--- config.mk ---
export PLATFORM = sky130hd
export DESIGN_NAME = sram_fault_table
export DESIGN_NICKNAME = d
export VERILOG_FILES = /design/src/rtl/sram_fault_model_fault_table.sv
export SDC_FILE = /design/constraint.sdc
export NUM_CORES = 1
export LEC_CHECK = 0
export CORE_MARGIN = 10
export CORE_UTILIZATION = 50
export DETAILED_ROUTE_END_ITERATION = 12
export GPL_TIMING_DRIVEN = 0
export PLACE_DENSITY = 0.85
export REMOVE_ABC_BUFFERS = 1
export SYNTH_ARGS = -nofsm -noshare
export SYNTH_HDL_FRONTEND = slang
export SYNTH_SLANG_ARGS = --single-unit
export TNS_END_PERCENT = 100
--- constraint.sdc ---
create_clock -name clk -period 7.8 [get_ports clk]
set_input_delay 1.56 -clock clk [delete_from_list [all_inputs] [get_ports clk]]
set_output_delay 1.56 -clock clk [all_outputs]
set_load 0.1 [all_outputs]
--- src/rtl/sram_fault_model_fault_table.sv ---
// Programmable stuck-at fault table; two independent combinational apply ports (write path, read path).
// Entries update on fi_we and affect accesses from the following edge onward.
module sram_fault_table #(
    parameter int AW     = 10,
    parameter int DW     = 8,
    parameter int NFAULT = 4,
    parameter int IW     = $clog2(NFAULT)
) (
    input  logic          clk,
    input  logic          reset,
    input  logic          fi_we,
    input  logic [IW-1:0] fi_idx,
    input  logic          fi_en,
    input  logic [AW-1:0] fi_addr,
    input  logic [DW-1:0] fi_mask,
    input  logic [DW-1:0] fi_val,
    input  logic [AW-1:0] i_wr_addr,
    input  logic [DW-1:0] i_wr_data,
    output logic [DW-1:0] o_wr_data,
    input  logic [AW-1:0] i_rd_addr,
    input  logic [DW-1:0] i_rd_data,
    output logic [DW-1:0] o_rd_data
);
    logic          r_en   [NFAULT];
    logic [AW-1:0] r_addr [NFAULT];
    logic [DW-1:0] r_mask [NFAULT];
    logic [DW-1:0] r_val  [NFAULT];

    always_ff @(posedge clk or posedge reset) begin
        if (reset) begin
            for (int i = 0; i < NFAULT; i++) begin
                r_en[i]   <= 1'b0;
                r_addr[i] <= '0;
                r_mask[i] <= '0;
                r_val[i]  <= '0;
            end
        end else if (fi_we) begin
            r_en[fi_idx]   <= fi_en;
            r_addr[fi_idx] <= fi_addr;
            r_mask[fi_idx] <= fi_mask;
            r_val[fi_idx]  <= fi_val;
        end
    end

    // Ascending index order so a higher entry overrides a lower one bit by bit.
    always_comb begin
        o_wr_data = i_wr_data;
        o_rd_data = i_rd_data;
        for (int i = 0; i < NFAULT; i++) begin
            if (r_en[i] && (r_addr[i] == i_wr_addr))
                o_wr_data = (o_wr_data & ~r_mask[i]) | (r_val[i] & r_mask[i]);
            if (r_en[i] && (r_addr[i] == i_rd_addr))
                o_rd_data = (o_rd_data & ~r_mask[i]) | (r_val[i] & r_mask[i]);
        end
    end
endmodule

==> results.toml <==
[sta]
final_period_minus_worst_setup_slack_ns = 7.01
rsz0062_at_grt = "no"
hold_ws_ns = 0.518
final.setup.tns_ns = 0
final_hold_viol_count = 0
tightest_slew_ns = 1.16
final-max-slew-violation-count = 0
finalCritPeriodShare = 0.898
max_transition_margin = 0.222
fin_skew_ns = 0
setup_viol = 0
timing.fmax_ghz = 0.143

[logic_synthesis]
synthFlopType = "sky130_fd_sc_hd__dfrtp_1"
ys_async_sr_fraction = 1.00
synth_top_area_cells = "sky130_fd_sc_hd__dfrtp_1 (44%), sky130_fd_sc_hd__mux2_2 (21%), sky130_fd_sc_hd__xnor2_1 (9.0%)"
syn_area_um2 = 6140
synth-seq-cells = 108
synth-warning-count = 0
synth_area_per_cell_um2 = 11.7
synth.yosys.seq_area_share = 0.440
synth.top_cell.area_share = 0.440
post_synth_num_cell_types = 47
synth_cells = 523
post_synth_edffs = 0
biggest_area_consumer_among_synthesized_cells = "sky130_fd_sc_hd__dfrtp_1"

[routing]
vias = 4603
routed_wirelength_mm = 16.7
detailedRoute.firstPassIterationCount = 5
routed_wire_length_per_instance_um = 22.4
post-route-drc-count = 0
drt-initial-drc-count = 481
final_antenna_net_count = 0
detail_route.vias_per_cell = 6.18

[clock_network]
tritoncts = "built"
clk_pin_slew_worst_paths_ns = 0.08
resized_gates_after_cts = 0
clk_root_buffer_cell = "sky130_fd_sc_hd__clkbuf_16"
hold_buffers = 0
clkLatencyLatePin_ns = 0.34
clock-sinks = 108
cts.repair_timing.setup_buffer_count = 0
tritoncts.num_buffers = 9
cts_max_level = 3
max-clock-path-buffers = 2

[grt]
grt_util_all_layers = 0.194
maximum_number_of_pins_on_one_net_before_global_route_repair = 63
antenna_found_initial = 0
grt_pass1_vias = 4905
grt_remaining_overflow = 0
grt_pass1_wl_mm = 26.1

[worst_setup_path]
setup.worst_path.start_class = "input port"
critical_path_arrival_ns = 5.45
critPathRequiredTime_ns = 6.24
largest_incremental_delay_on_the_critical_path_ns = 0.97
timing.setup.critical_path_class = "input port to output port"
setup.reg_to_reg.worst_slack_ns = 6.54
critPathSlowestCell = "sky130_fd_sc_hd__clkdlybuf4s50_1"
critPathCaptureType = "output port"
crit_reg_reg_startpoint = "r_en[1]"
worstPathMaxFanout = 7
cpMostUsedCell = "sky130_fd_sc_hd__clkdlybuf4s50_1"
r2r-end = "r_en[1]"
worstRegToRegCells = 1
crit_path_cell_trace = "clkdlybuf4s50_1 > xnor2_1 > nand4_1 > nor3_1 > a22oi_1 > a221o_1 > mux2_4 > clkdlybuf4s50_1"

[final_layout]
drive_gt1_frac = 0.264
mostFrequentLayoutCells = "sky130_fd_sc_hd__mux2_2 (114), sky130_fd_sc_hd__dfrtp_1 (108), sky130_fd_sc_hd__clkdlybuf4s50_1 (83), sky130_fd_sc_hd__xnor2_1 (63), sky130_fd_sc_hd__nand2_1 (35)"
synth_to_layout_area_growth_pct = 22.2
post-route-cell-area_um2 = 7500
final_common_cell = "sky130_fd_sc_hd__mux2_2"
antenna-diode-count = 0
layout.nets = 661
layout.filler_cells = 915

[floorplanning]
dieArea_um2 = 17100
rows = 40
die-width_um = 131
pin_count = 84
core_area_um2 = 12000
initial_cell_density_of_the_core = 0.511
die-height_um = 131

[worst_hold_path]
min_path_cells = 1
timing.hold.worst.class = "register to register"
timing.hold.worst_endpoint = "r_val[19]"
worstHoldStart = "r_val[19]"

[power]
design_power_mw = 1.66
power.static_leakage_nw = 2.91
ir_worst_vdd_v = 0.000133
power.density_nw_per_um2 = 221

[run]
cap_viol_max_count = 0

[placed_design]
place_hpwl_mm = 12.2
numPortBuffers = 83
gp_congestion = 0.924
dpl_cell_area_um2 = 7180

[outcome]
status = "finished, final reports clean"
## cell type report
type | instances | area [um2] | share of cell area
clock inverters | 6 | 72.6 | 0.00967
inverters | 3 | 13.8 | 0.00183
multi-input cells | 379 | 3320 | 0.443
well taps | 147 | 184 | 0.0245
repair buffers | 92 | 968 | 0.129
clock buffers | 10 | 239 | 0.0319
flip-flops and latches | 108 | 2700 | 0.360
## logic make-up after synthesis
| group | Yosys count | synth area share |
|---|---|---|
| muxes | 130 | 0.241 |
| AOI/OAI and AO/OA | 49 | 0.0650 |
| buffers and inverters | 36 | 0.0240 |
| and+or+nand+nor | 120 | 0.114 |
| DFF | 108 | 0.440 |
| xor gates and xnor gates | 80 | 0.115 |
## synth_stat cells, types with 3 or more instances
library cell               number
sky130_fd_sc_hd__mux2_2       114
sky130_fd_sc_hd__dfrtp_1      108
sky130_fd_sc_hd__xnor2_1       63
sky130_fd_sc_hd__nand2_1       35
sky130_fd_sc_hd__nand4_1       28
sky130_fd_sc_hd__clkbuf_1      24
sky130_fd_sc_hd__xor2_1        16
sky130_fd_sc_hd__nand3_1       14
sky130_fd_sc_hd__nor2_1         8
sky130_fd_sc_hd__a221o_1        7
sky130_fd_sc_hd__and3_1         7
sky130_fd_sc_hd__nor2b_1        7
sky130_fd_sc_hd__a221oi_1       6
sky130_fd_sc_hd__a22o_1         6
sky130_fd_sc_hd__a22oi_1        6
sky130_fd_sc_hd__a311oi_1       6
sky130_fd_sc_hd__mux2_1         6
sky130_fd_sc_hd__mux2_4         6
sky130_fd_sc_hd__o21ai_1        6
sky130_fd_sc_hd__nor3_1         5
sky130_fd_sc_hd__buf_1          4
sky130_fd_sc_hd__mux2i_1        4
sky130_fd_sc_hd__inv_1          3
sky130_fd_sc_hd__nor4_4         3
## state kept, by name, summed over array words and instances, names as in the netlist
| register | count |
|---|---|
| r_en | 4 |
| r_addr | 40 |
| r_val | 32 |
| r_mask | 32 |
## where the power goes
part           switching (mW)  leakage [nW]  internal, mW
logic                   0.192          1.49         0.206
clock network           0.214         0.143         0.261
registers               0.120          1.28         0.666
total                   0.526          2.91          1.13
## metrics by stage
step / utilization / std cells / setup WS, ns
finish: 0.625 / 745 / 0.795
global route: 0.625 / 745 / 0.719
CTS: 0.624 / 745 / 0.746
detailed placement: 0.598 / 729 / 0.807
global placement: 0.584 / 720 / 0.158
floorplan: - / 490 / 1.50
## routing by layer
layer,vias to the layer above,share of wire,routed length (um),GRT usage
met5,-,0,0,0
met4,0,0.025,416,0.0621
met3,41,0.075,1250,0.0475
met2,214,0.51,8520,0.346
met1,2295,0.39,6520,0.224
li1,2053,-,-,-
## worst max-delay path, delay by kind of cell
family	cells	cell delay, ns
buffers and inverters	2	1.53
AND/OR/NAND/NOR	2	1.12
AO/OA/AOI/OAI	2	0.65
XOR/XNOR	1	0.30
multiplexers	1	0.27
## worst max-delay path by stage
stage          slack, ns          from           end  cells after the start
2_1_floorplan       1.50  i_wr_addr[1]  o_wr_data[6]                      5
3_3_place_gp        0.16  i_wr_addr[1]  o_wr_data[0]                      8
3_5_place_dp        0.81  i_rd_addr[9]  o_rd_data[0]                      8
4_1_cts             0.75  i_rd_addr[9]  o_rd_data[0]                      8
5_1_grt             0.72  i_rd_addr[3]  o_rd_data[0]                      8
6_report            0.79  i_wr_addr[7]  o_wr_data[0]                      8
(Power assumes the default switching activity.)
